`src/rtl/vga_timing_pkg.sv`:
```
// Shared 640x480@60 Hz timing constants for the Rojobot video path.
// Used by the timing generator and the icon / world-map readers.
package vga_timing_pkg;

    localparam int unsigned CNT_W = 10;

    localparam int unsigned DEF_H_ACTIVE = 640;
    localparam int unsigned DEF_H_FP     = 16;
    localparam int unsigned DEF_H_SYNC   = 96;
    localparam int unsigned DEF_H_BP     = 48;
    localparam int unsigned DEF_V_ACTIVE = 480;
    localparam int unsigned DEF_V_FP     = 10;
    localparam int unsigned DEF_V_SYNC   = 2;
    localparam int unsigned DEF_V_BP     = 33;

    localparam int unsigned DEF_H_TOTAL = DEF_H_ACTIVE + DEF_H_FP + DEF_H_SYNC + DEF_H_BP;
    localparam int unsigned DEF_V_TOTAL = DEF_V_ACTIVE + DEF_V_FP + DEF_V_SYNC + DEF_V_BP;

    localparam int unsigned DEF_H_SYNC_START = DEF_H_ACTIVE + DEF_H_FP;
    localparam int unsigned DEF_H_SYNC_END   = DEF_H_SYNC_START + DEF_H_SYNC;
    localparam int unsigned DEF_V_SYNC_START = DEF_V_ACTIVE + DEF_V_FP;
    localparam int unsigned DEF_V_SYNC_END   = DEF_V_SYNC_START + DEF_V_SYNC;

    // One world-map cell covers 4x4 pixels.
    localparam int unsigned WORLD_SHIFT = 2;
    localparam int unsigned WORLD_W     = 7;

endpackage

```
`src/rtl/sync_delay_line.sv`:
```
// Fixed-depth shift register that re-aligns sync/blank flags with
// downstream registered pixel readers.
module sync_delay_line #(
    parameter int unsigned      DEPTH   = 1,
    parameter int unsigned      WIDTH   = 1,
    parameter logic [WIDTH-1:0] RST_VAL = '0
) (
    input  logic             clock,
    input  logic             rst,
    input  logic [WIDTH-1:0] din,
    output logic [WIDTH-1:0] dout
);

    logic [WIDTH-1:0] stage_q [DEPTH];

    always_ff @(posedge clock or posedge rst) begin
        if (rst) begin
            for (int i = 0; i < DEPTH; i++) begin
                stage_q[i] <= RST_VAL;
            end
        end else begin
            stage_q[0] <= din;
            for (int i = 1; i < DEPTH; i++) begin
                stage_q[i] <= stage_q[i-1];
            end
        end
    end

    assign dout = stage_q[DEPTH-1];

endmodule

```
`src/rtl/vga_timing_gen.sv`:
```
// Pixel-clock raster counter with registered sync, blank and frame-start
// decode, plus delayed sync/blank copies for pipelined pixel readers.
module vga_timing_gen
    import vga_timing_pkg::*;
#(
    parameter int unsigned H_ACTIVE = DEF_H_ACTIVE,
    parameter int unsigned H_FP     = DEF_H_FP,
    parameter int unsigned H_SYNC   = DEF_H_SYNC,
    parameter int unsigned H_BP     = DEF_H_BP,
    parameter int unsigned V_ACTIVE = DEF_V_ACTIVE,
    parameter int unsigned V_FP     = DEF_V_FP,
    parameter int unsigned V_SYNC   = DEF_V_SYNC,
    parameter int unsigned V_BP     = DEF_V_BP,
    parameter bit          SYNC_POL = 1'b0,
    parameter int unsigned PIPE_DLY = 1
) (
    input  logic               clock,
    input  logic               rst,
    output logic [CNT_W-1:0]   Pixel_row,
    output logic [CNT_W-1:0]   Pixel_column,
    output logic               horiz_sync,
    output logic               vert_sync,
    output logic               video_on,
    output logic               frame_start,
    output logic [WORLD_W-1:0] world_row,
    output logic [WORLD_W-1:0] world_col,
    output logic               horiz_sync_dly,
    output logic               vert_sync_dly,
    output logic               video_on_dly
);

    localparam int unsigned H_TOTAL = H_ACTIVE + H_FP + H_SYNC + H_BP;
    localparam int unsigned V_TOTAL = V_ACTIVE + V_FP + V_SYNC + V_BP;

    localparam logic [CNT_W-1:0] H_LAST     = CNT_W'(H_TOTAL - 1);
    localparam logic [CNT_W-1:0] V_LAST     = CNT_W'(V_TOTAL - 1);
    localparam logic [CNT_W-1:0] H_VIS      = CNT_W'(H_ACTIVE);
    localparam logic [CNT_W-1:0] V_VIS      = CNT_W'(V_ACTIVE);
    localparam logic [CNT_W-1:0] H_SY_START = CNT_W'(H_ACTIVE + H_FP);
    localparam logic [CNT_W-1:0] H_SY_END   = CNT_W'(H_ACTIVE + H_FP + H_SYNC);
    localparam logic [CNT_W-1:0] V_SY_START = CNT_W'(V_ACTIVE + V_FP);
    localparam logic [CNT_W-1:0] V_SY_END   = CNT_W'(V_ACTIVE + V_FP + V_SYNC);

    logic [CNT_W-1:0] col_q, row_q, col_d, row_d;
    logic             run_q;
    logic             hs_q, vs_q, vo_q, fs_q;
    logic             hs_d, vs_d, vo_d, fs_d;

    // The first edge after reset only loads the decode for (0,0); counting
    // starts on the following edge so the first visible pair is consistent.
    always_comb begin
        col_d = '0;
        row_d = '0;
        if (run_q) begin
            if (col_q == H_LAST) begin
                col_d = '0;
                row_d = (row_q == V_LAST) ? '0 : row_q + CNT_W'(1);
            end else begin
                col_d = col_q + CNT_W'(1);
                row_d = row_q;
            end
        end
        hs_d = (col_d >= H_SY_START && col_d < H_SY_END) ? SYNC_POL : ~SYNC_POL;
        vs_d = (row_d >= V_SY_START && row_d < V_SY_END) ? SYNC_POL : ~SYNC_POL;
        vo_d = (col_d < H_VIS) && (row_d < V_VIS);
        fs_d = run_q && (col_d == '0) && (row_d == '0);
    end

    always_ff @(posedge clock or posedge rst) begin
        if (rst) begin
            run_q <= 1'b0;
            col_q <= '0;
            row_q <= '0;
            hs_q  <= ~SYNC_POL;
            vs_q  <= ~SYNC_POL;
            vo_q  <= 1'b0;
            fs_q  <= 1'b0;
        end else begin
            run_q <= 1'b1;
            col_q <= col_d;
            row_q <= row_d;
            hs_q  <= hs_d;
            vs_q  <= vs_d;
            vo_q  <= vo_d;
            fs_q  <= fs_d;
        end
    end

    assign Pixel_column = col_q;
    assign Pixel_row    = row_q;
    assign horiz_sync   = hs_q;
    assign vert_sync    = vs_q;
    assign video_on     = vo_q;
    assign frame_start  = fs_q;
    assign world_col    = col_q[WORLD_SHIFT +: WORLD_W];
    assign world_row    = row_q[WORLD_SHIFT +: WORLD_W];

    sync_delay_line #(
        .DEPTH   (PIPE_DLY),
        .WIDTH   (3),
        .RST_VAL ({~SYNC_POL, ~SYNC_POL, 1'b0})
    ) u_dly (
        .clock (clock),
        .rst   (rst),
        .din   ({hs_q, vs_q, vo_q}),
        .dout  ({horiz_sync_dly, vert_sync_dly, video_on_dly})
    );

endmodule

```
`config.mk`:
```
export PLATFORM = sky130hd
export DESIGN_NAME = vga_timing_gen
export DESIGN_NICKNAME = d
export VERILOG_FILES = /design/src/rtl/vga_timing_pkg.sv /design/src/rtl/sync_delay_line.sv /design/src/rtl/vga_timing_gen.sv
export SDC_FILE = /design/constraint.sdc
export NUM_CORES = 1
export LEC_CHECK = 0
export ABC_AREA = 1
export CAP_MARGIN = 10
export CELL_PAD_IN_SITES_DETAIL_PLACEMENT = 1
export CELL_PAD_IN_SITES_GLOBAL_PLACEMENT = 1
export CORE_MARGIN = 3
export CORE_UTILIZATION = 34
export DETAILED_ROUTE_END_ITERATION = 10
export PLACE_DENSITY_LB_ADDON = 0.15
export SETUP_SLACK_MARGIN = 0.2
export SLEW_MARGIN = 25
export SYNTH_ARGS = -nofsm -noshare
export SYNTH_HDL_FRONTEND = slang
export SYNTH_SLANG_ARGS = --single-unit
```
`constraint.sdc`:
```
create_clock -name clock -period 2.4 [get_ports clock]
set_input_delay 0.24 -clock clock [delete_from_list [all_inputs] [get_ports clock]]
set_output_delay 0.24 -clock clock [all_outputs]
set_load 0.02 [all_outputs]
```
[After elaboration in Yosys (flattened, before gate mapping)]
Index checks and enable logic that the tools add are counted.
Storage, ports and cells
  register bits after elaboration: 28
  latch bits: 0
  bits in writable memories: 0
  memory bits (read-only): 0
  bits of input ports: 2
  output and inout port bits: 41
  word-level logic and storage cells: 32
  memories kept: 0
Cells by class
  $add $sub $neg: 2
  multipliers: 0
  divide/modulo/power cells: 0
  magnitude comparators: 6
  eq/ne operators: 2
  shift-type cells: 0
  muxes and demuxes: 7
  bitwise logic cells: 0
  reductions and logical operators: 7
Operator list (number)
  two-way mux 10 bit: 5
  adder 10 x 1 -> 10 bit (second input constant): 2
  equality test 10 bit (second input constant): 2
  logical NOT 10 bit: 2
  < comparator 10 bit (second input constant): 2
  < comparator 10 x 9 -> 1 bit (second input constant): 2
  greater-or-equal comparator 10 bit (second input constant): 1
  greater-or-equal comparator 10 x 9 -> 1 bit (second input constant): 1
  logical AND 1 bit: 5
  two-way mux 1 bit: 2

[Logic depth before layout (Yosys ltp)]
Gate-level depths: netlist of the first run.
  word-level depth: 7
  gate-level depth with buffers: 13
  gate-level depth less buffers: 12

[Cells and area by module]
A second synthesis of the first run with hierarchy kept.
Second synthesis, totals
  cells, all modules: 239
  area total of the unflattened synthesis: 1750.4 um^2
Modules (own cells, without submodules)
  vga_timing_gen: times used 1, cells an instance 235, area each 1669.1 um^2, sequential area each 628.1 um^2
  sync_delay_line: times used 1, cells an instance 4, area each 81.3 um^2, sequential area each 77.6 um^2

[Least setup slack after synthesis of the first run]
No wires, ideal clock.
  path kind: register -> register
  start: register col_q[0] (netlist: Pixel_column[0])
  end: register vo_q (netlist: video_on)
  data arrival time: 1.736 ns
  data required time: 2.284 ns
  path slack: 0.548 ns
  cell stages (with the launch flop): 14
  path buffers: 1
  period minus slack after synthesis: 1.852 ns
  path through: dfrtp_1 -> ha_1 -> nand2_1 -> nor2_8 -> inv_2 -> nor2_4 -> buf_6 -> nand2_1 -> nand2_1 -> nand2_1 -> nor2_1 -> nand2_1 -> nor2_2 -> nor2_1
Between the ends
  word-level cells in the longest chain between the ends: 5
  elaborated cells on any way between the ends: 9
Ends and longest elaborated chain
  start: declaration: RTL line vga_timing_gen.sv:44  | logic [CNT_W-1:0] col_q, row_q, col_d, row_d;
  start signal: assignment: RTL line vga_timing_gen.sv:80  | col_q <= col_d;
  adder 10 x 1 -> 10 bit / equality test 10 bit (equally long branches): RTL line vga_timing_gen.sv:59, vga_timing_gen.sv:55
  two-way mux 10 bit: RTL line vga_timing_gen.sv:55  | if (col_q == H_LAST) begin
  two-way mux 10 bit: RTL line vga_timing_gen.sv:54  | if (run_q) begin
  < comparator 10 bit / < comparator 10 x 9 -> 1 bit (equally long branches): RTL line vga_timing_gen.sv:65  | vo_d = (col_d < H_VIS) && (row_d < V_VIS);
  logical AND 1 bit *: RTL line vga_timing_gen.sv:65
  via vo_d: RTL line vga_timing_gen.sv:47  | logic hs_d, vs_d, vo_d, fs_d;
  end signal: assignment: RTL line vga_timing_gen.sv:84  | vo_q <= vo_d;
  end: declaration: RTL line vga_timing_gen.sv:46  | logic hs_q, vs_q, vo_q, fs_q;
Mark *: on every way through the listed nets, which the timed path passes. The rest lies on a longest branch.

[Worst setup path in the final report of the first run]
Ends and elaborated chain as after synthesis.

==> results.cfg, run 1 <==
[clock_tree]
cts.path.max_buffers = 2
cts.sinks = 28
htreeDepth = 1
clock_latency_ns = 0.28
clock-root-buffer = clkbuf_8
cts_made_buffers = 3
cts_setup_buffers = 0
cts.reportedPaths.clkPinSlew_ns = 0.10
cts_tree = done
cts.repair.resized = 0

[finish]
final_layout_size_suffix_gt1_frac = 0.0842
finalInstanceArea_um2 = 2180
num-nets-final = 279
area_growth_pct = 27.4
diodes = 0

[critical_path]
start_kind = flop
reg2reg_to = video_on
crit_path_top_delay_cell = dfrtp_1
worstReg2RegStart = Pixel_column[0]
reg2regPathDepth = 12
cp.required_ns = 2.58
path_cells = ha_1 > nand2_1 > nor2_8 > inv_2 > nor2_4 > nand2_1 > nand2_1 > nand3_1 > nor2_1 > nand2_1 > nor2_2 > nor2_1
crit_fanout = 12
crit_buf_inv = 1
critPathTopFamily = simple AND/OR/NAND/NOR gates
worstSetupPathType = flop to flop
startpoint = Pixel_column[0]
critPathMaxStageDelay_ns = 0.40
crit_path_frequent_cell = nand2_1
end_kind = flop
arrival_ns = 2.16
r2r_slack_ns = 0.42

[route]
dr.pass1.iters = 4
vias = 1587
drtIter0Drc = 51
vias_per_cell = 4.67
ant_nets = 0
drc_errors = 0
wl_um = 4740
wl_per_cell_um = 13.9

[synth]
ys_ff_latch = 28
synth_edf_count = 0
ys_types = 23
ys.flop_type = dfrtp_1
netlist_area_um2 = 1710
synth_cells = 241
async_reset_ff_frac = 1.00
synth_top_area_share = 0.350
yosysWarnings = 0
syn_area_per_cell_um2 = 7.11
synth.area.top_cells = dfrtp_1 (35%), nand2_1 (14%), nand3_1 (10%)
yosys.area.top_type = dfrtp_1
yosysSeqAreaShare = 0.412
synth.net_count = 246

[sta]
slew_headroom = 0.498
grt_setup_unrepaired = false
setup_ws_ns = 0.417
clock-skew-final_ns = 0.00655
finalSetupViolCount = 0
holdWs_ns = 0.370
finalSetupTns_ns = 0
hold_viol = 0
fmax_ghz = 0.504
tightest_slew_ns = 0.752
min_period_ns = 1.98
slew_violations = 0
finalCritPeriodShare = 0.826

[global_routing]
grt_pass1_wl_um = 8070
antenna_found_initial = 0
busiest_layer = met2
met3_usage = 0.0223
gr-total-overflow = 0
use_met1 = 0.247
grt_util_met2 = 0.265
grt_max_degree = 21
track_usage = 0.170
grt_pass1_vias = 1634

[job]
cap_violations = 0

[min_path]
hold_class = flop to flop
hold_end = u_dly.dout[2]
hp-start = horiz_sync
holdPathStages = 0

[pwr]
ir_drop_uv = 228
leakagePower_nw = 1.18
p_per_area_nw_per_um2 = 423

[floorplanning]
core_area_um2 = 4790
start_util = 0.358
die_h_um = 77.0
rows = 25
dieArea_um2 = 5930
num_io_pins = 43
dieWidth_um = 77.0

[placement]
dpl.hpwl_um = 3840
dp_slack_ns = 0.400
gp_routability_congestion = 0.821
place_area_um2 = 2110
numPortBuffers = 42

[status]
status = finished, final reports clean
kinds of logic after synthesis:
family,count (synthesis),share of synthesized area
simple gates,140,0.372
buf+inv,63,0.173
flops,28,0.412
compound gates,5,0.0146
fa+ha+maj,3,0.0219
xor+xnor,1,0.00511
other cells,1,0.00219
cell usage after synthesis (2+ instances only):
cell,number
nand4_1,4
inv_1,44
nor2_2,3
o21ai_0,3
buf_4,14
nand3_1,35
dfstp_2,4
ha_1,3
nand2_2,3
nand3_2,2
nor3_1,5
nor2_1,23
dfrtp_1,24
inv_2,3
nand2_1,63
worst register-to-register path, delay by kind of cell (launching register included):
kind	cells	cell delay [ns]
simple gates	10	1.24
fa+ha+maj	1	0.19
buf+inv	1	0.07
flops	1	0.40
per-layer routing:
metal | up-vias | routed length [um]
met4 | 0 | 50
li1 | 786 | -
met1 | 753 | 2340
met3 | 6 | 171
met5 | - | 0
met2 | 42 | 2180
where the power goes:
group          internal (mW)  switching [mW]
combinational         0.0227          0.0360
clock                  0.223           0.156
sequential             0.478         0.00833
total                  0.724           0.200
through the flow:
step,total power [mW],std cells,util
2_1_floorplan,0.528,241,-
3_3_place_gp,0.555,336,0.442
3_5_place_dp,0.556,336,0.442
4_1_cts,0.939,340,0.456
5_1_grt,0.960,340,0.456
6_report,0.925,340,0.456
area by class of cell:
type	instances	area, um2
Timing Repair Buffer	44	435
Tap cell	67	83.8
Clock buffer	3	41.3
Fill cell	627	2600
Clock inverter	1	30.0
Multi-Input combinational cell	150	712
Sequential cell	28	706
Inverter	47	176
cells in the final DEF (no fill, tap or decap), drive strengths merged, types with 4 or more instances in the layout:
cell           netlist  final
clkdlybuf4s50        0     42
dfrtp               24     24
dfstp                4      4
inv                 47     47
nand2               66     66
nand3               37     37
nand4                4      4
nor2                28     28
nor3                 5      5
o21ai                4      4
worst max path at each step:
stage	slack (ns)	end	depth (start not counted)
6_report	0.42	video_on	12
3_3_place_gp	0.44	video_on	12
4_1_cts	0.38	video_on	12
5_1_grt	0.22	video_on	12
2_1_floorplan	0.55	video_on	13
3_5_place_dp	0.40	video_on	12
flip-flops by register name (all words and copies together) (netlist names):
name / count
Pixel_column: 10
Pixel_row: 10
frame_start: 1
horiz_sync: 1
run_q: 1
u_dly.dout: 3
vert_sync: 1
video_on: 1
what timing repair did:
action | 4_1_cts | 5_1_grt
setup endpoints to repair | 0 | 1
hold buffers | 0 | 0
endpoints found under the hold margin | 0 | 0
Note: power is estimated with default switching activity, not from simulation.
==> inputs of run 2 (changes only) <==
- CORE_UTILIZATION: 34 -> 31
- clock period: 2.4 -> 1.7 ns (I/O delays scaled with it)
==> run 2 against run 1 <==
The flow now finishes with violations (negative setup slack). Wire length grew 18%. Global-route usage rose by 1.9 points. Clock skew shrank 0.0027 ns. Die area increased by 8.9%. Total power increased by 34%. Non-clock buffer count rose by 53. Highest routed layer unchanged.
==> results.cfg, run 2 (synthesized netlist as in run 1, its figures left out) <==
[global_routing]
antenna_found_initial = 0
grt_pass1_vias = 1885
gr-total-overflow = 0
grt_pass1_wl_um = 9390
grt_max_degree = 29
track_usage = 0.189

[critical_path]
worstSetupPathType = flop to flop
arrival_ns = 1.90
cp.required_ns = 1.88
path_cells = ha_4 > nand2_4 > nor2_8 > inv_2 > nor2_4 > buf_12 > nand2_4 > nand2_2 > nand3_2 > nor2_1 > nand2_1 > nor2_2 > nor2_1
crit_path_top_delay_cell = dfrtp_2
crit_fanout = 11
end_kind = flop
critPathMaxStageDelay_ns = 0.40
start_kind = flop

[finish]
num-nets-final = 332
multiInputGateArea_um2 = 837
diodes = 0
final_layout_size_suffix_gt1_frac = 0.340
final_cell_mix = nand2_1 (56), buf_4 (53), inv_1 (39)
area_growth_pct = 55.9
n_fill_cell = 671
ff_latch_area_um2 = 713
final_common_cell = nand2_1

[floorplanning]
dieWidth_um = 80.4
core_area_um2 = 5240
dieArea_um2 = 6460
rows = 26
die_h_um = 80.4
num_io_pins = 43
start_util = 0.327

[route]
drc_errors = 0
vias_per_cell = 4.59
vias = 1816
wl_per_cell_um = 14.1
dr.pass1.iters = 4
wl_um = 5590
drtIter0Drc = 100
ant_nets = 0

[clock_tree]
cts_tree = done
cts.path.max_buffers = 2
cts_made_buffers = 3
htreeDepth = 1
cts.sinks = 28
clock_latency_ns = 0.28
clock-root-buffer = clkbuf_8
cts.reportedPaths.clkPinSlew_ns = 0.10

[pwr]
p_switching_uw = 305
comb_power_share = 0.089
p_clk_frac = 0.353
p_int_uw = 930
leakagePower_nw = 1.61
ir_drop_uv = 343
p_seq_frac = 0.557
switching_share = 0.247
p_per_area_nw_per_um2 = 462

[placement]
dpl.hpwl_um = 4280
numPortBuffers = 42
dp_slack_ns = -0.0929
gp_routability_congestion = 0.866

[sta]
min_period_ns = 1.71
finalCritPeriodShare = 1.01
finalSetupViolCount = 2
hold_viol = 0
setup_ws_ns = -0.0136
holdWs_ns = 0.256
fmax_ghz = 0.584
slew_violations = 0
grt_setup_unrepaired = true
clock-skew-final_ns = 0.00381

[min_path]
hold_class = input port to asynchronous set/reset pin

[status]
status = complete, but fails checks
violations = negative setup slack

[job]
cap_violations = 0
-- run 2: cell types whose count changed in the layout (fill, tap and decap cells not counted), moves of 5 or more --
cell and delta:
buf_4 +51, clkdlybuf4s50_1 -38, dlygate4sd2_1 +37, nand3_1 -8, nand3_2 +8, nand2_1 -7
nor2_1 -7, dfrtp_1 -6, dfrtp_2 +6, inv_1 -5, inv_2 +5, nor2_2 +5
-- run 2: area by class of cell --
class	count	share of cell area
Timing Repair Buffer	97	0.301
Sequential cell	28	0.267
Inverter	47	0.0660
Multi-Input combinational cell	150	0.313
Tap cell	70	0.0328
Clock buffer	4	0.0206
-- run 2: what timing repair did --
action / 4_1_cts / 5_1_grt
cloned: 0 / 0
setup buffers: 9 / 3
gates resized for setup: 57 / 18
endpoints found under the hold margin: 0 / 0
setup endpoints to repair: 48 / 16
pin swaps: 6 / 4
hold buffers: 0 / 0
-- run 2: per-stage QoR --
stage	total power, mW	setup TNS [ns]	util	instances	instance area (um2)
after floorplan	0.752	0	-	241	1740
after global placement	0.802	-0.0520	0.468	380	2450
after detailed placement	0.805	-0.212	0.468	380	2450
after CTS	1.24	-0.0294	0.497	393	2600
after global routing	1.29	-0.443	0.510	396	2670
final	1.23	-0.0200	0.510	396	2670
-- run 2: metal layers --
layer / vias to the layer above / share of wire / track usage / wire [um]
li1: 893 / - / - / -
met1: 883 / 0.47 / 0.259 / 2650
met2: 33 / 0.49 / 0.317 / 2730
met3: 7 / 0.027 / 0.0202 / 151
met4: 0 / 0.012 / 0.0456 / 65
met5: - / 0 / 0 / 0
-- run 2: path summary, 6_finish.rpt --
kind | startpoint | to | slack [ns] | cells past startpoint
max | Pixel_column[0] | video_on | -0.01 | 13
min | rst | frame_start | 0.26 | 3
max reg2reg | Pixel_column[0] | video_on | -0.01 | 13
min reg2reg | horiz_sync | u_dly.dout[2] | 0.37 | 0
max in group asynchronous | rst | u_dly.dout[2] | 1.14 | 3
min in group clock | horiz_sync | u_dly.dout[2] | 0.37 | 0
-- run 2: power by group through the flow --
stage          registers, mW  clock network (mW)  logic (mW)
5_1_grt                0.690               0.480       0.121
2_1_floorplan          0.708                   0      0.0438
3_5_place_dp           0.699                   0       0.105
4_1_cts                0.688               0.442       0.110
3_3_place_gp           0.700                   0       0.102
6_report               0.688               0.436       0.110
-- run 2: critical path: cells and delay by family (launching register included) --
kind,cells,cell delay [ns]
flops,1,0.40
simple gates,10,0.85
buf+inv,2,0.20
fa+ha+maj,1,0.15
==> inputs of run 3 (changes only) <==
- CTS_CLUSTER_DIAMETER: default -> 100
- MAX_ROUTING_LAYER: default -> met4
==> run 3 against run 2 <==
The run still ends with negative setup slack left. First-iteration DRC count down 50%. Global-route usage about the same. Worst setup slack worse by 0.041 ns. Final cell count unchanged. Sequential power about the same. Utilization up 0.86 points. Largest cell class unchanged. Largest power group unchanged.
==> results.cfg, run 3 (synthesized netlist as in run 1, its figures left out) <==
[job]
cap_violations = 0

[critical_path]
crit_fanout = 5
critPathMaxStageDelay_ns = 0.41
arrival_ns = 1.97
cp.required_ns = 1.92
critPathTopFamily = simple AND/OR/NAND/NOR gates
crit_buf_inv = 3
path_cells = ha_4 > nand2_4 > nor2_8 > inv_4 > nor2_4 > buf_6 > nand3_4 > nand2_1 > nand2_1 > inv_2 > nand3_2 > nor2_2 > nand2_1
end_kind = flop
worstSetupPathType = flop to flop
crit_path_top_delay_cell = dfrtp_2
start_kind = flop
crit_path_frequent_cell = nand2_1

[finish]
final_cells = 396
final_common_cell = nand2_1
ff_latch_area_um2 = 714
final_layout_size_suffix_gt1_frac = 0.344
diodes = 0
final_cell_mix = nand2_1 (60), buf_4 (51), inv_1 (40)
num-nets-final = 332
n_fill_cell = 660
fin_util = 0.519
area_growth_pct = 58.5
multiInputGateArea_um2 = 885

[pwr]
switching_share = 0.250
p_per_area_nw_per_um2 = 457
ir_drop_uv = 311
p_clk_frac = 0.355
comb_power_share = 0.090
p_seq_frac = 0.555
p_int_uw = 931
p_switching_uw = 311
leakagePower_nw = 1.64

[clock_tree]
clock-root-buffer = clkbuf_8
hold_buffers = 0
cts.reportedPaths.clkPinSlew_ns = 0.10
cts_tree = done
cts.path.max_buffers = 2
htreeDepth = 1
clock_latency_ns = 0.28
cts_made_buffers = 3
cts.sinks = 28

[global_routing]
grt_max_degree = 29
track_usage = 0.189
antenna_found_initial = 0
grt_pass1_wl_um = 9260
gr-total-overflow = 0
grt_pass1_vias = 1928

[status]
status = complete, but fails checks
violations = negative setup slack

[route]
wl_per_cell_um = 15.2
drtIter0Drc = 50
ant_nets = 0
wl_um = 6030
dr.pass1.iters = 4
vias = 1855
drc_errors = 0
vias_per_cell = 4.68

[sta]
slew_violations = 0
setup_ws_ns = -0.0543
finalCritPeriodShare = 1.03
fmax_ghz = 0.570
clock-skew-final_ns = 0.00202
min_period_ns = 1.75
hold_viol = 0
grt_setup_unrepaired = true
finalSetupViolCount = 3

[floorplanning]
rows = 26
start_util = 0.327
core_area_um2 = 5240
dieArea_um2 = 6460
die_h_um = 80.4
dieWidth_um = 80.4
num_io_pins = 43

[min_path]
hold_class = input port to asynchronous set/reset pin

[placement]
numPortBuffers = 42
dpl.hpwl_um = 4330
gp_routability_congestion = 0.903
dpl.cell_count = 383
## run 3: final cells by class
| type | count | share of cell area |
|---|---|---|
| clock buffer | 4 | 0.0203 |
| sequential | 28 | 0.263 |
| tap | 70 | 0.0322 |
| timing repair buffer | 96 | 0.293 |
| inverter | 47 | 0.0658 |
| multi-input combinational | 151 | 0.326 |
## run 3: what timing repair did
| action | CTS | global route |
|---|---|---|
| endpoints found under the setup margin | 49 | 19 |
| buffers inserted | 4 | 4 |
| resized for setup | 42 | 40 |
| gates cloned | 1 | 0 |
| pin swaps | 3 | 12 |
## run 3: worst paths after layout
check                                start               to  cells after the start  slack (ns)
max in group asynchronous              rst       horiz_sync                      3        1.13
setup reg to reg           Pixel_column[0]        vert_sync                     13       -0.05
hold / removal                         rst  Pixel_column[4]                      3        0.25
setup / recovery           Pixel_column[0]        vert_sync                     13       -0.05
min in group clock              horiz_sync    u_dly.dout[2]                      0        0.37
hold reg to reg                 horiz_sync    u_dly.dout[2]                      0        0.37
## run 3: worst reg2reg max path, stage by stage, from the launching register on
cell     delay, ns
dfrtp_2       0.41
ha_4          0.16
nand2_4       0.07
nor2_8        0.14
inv_4         0.07
nor2_4        0.18
buf_6         0.14
nand3_4       0.05
nand2_1       0.06
nand2_1       0.06
inv_2         0.07
nand3_2       0.07
nor2_2        0.13
nand2_1       0.07
## run 3: metal layers
metal / wire (um) / GRT usage
met2: 2980 / 0.311
met3: 149 / 0.0224
met1: 2810 / 0.245
met5: 0 / -
met4: 101 / 0.0557
## run 3: power groups by stage
stage                     combinational (mW)  clock, mW  sequential (mW)
after CTS                              0.105      0.455            0.688
final                                  0.111      0.441            0.689
after global placement                 0.102          0            0.701
after floorplan                       0.0438          0            0.708
after global routing                   0.124      0.479            0.690
after detailed placement               0.106          0            0.700
## run 3: per-stage QoR
| step | instance area [um2] | setup TNS [ns] | total power, mW | hold WS [ns] | worst slack (ns) |
|---|---|---|---|---|---|
| final | 2720 | -0.128 | 1.24 | 0.252 | -0.0543 |
| after global routing | 2720 | -0.566 | 1.29 | 0.305 | -0.174 |
| after CTS | 2550 | -0.158 | 1.25 | 0.269 | -0.0525 |
| after detailed placement | 2470 | -0.272 | 0.806 | 0.360 | -0.101 |
| after global placement | 2470 | -0.173 | 0.803 | 0.357 | -0.0765 |
| after floorplan | 1740 | 0 | 0.752 | 0.232 | 0.0837 |
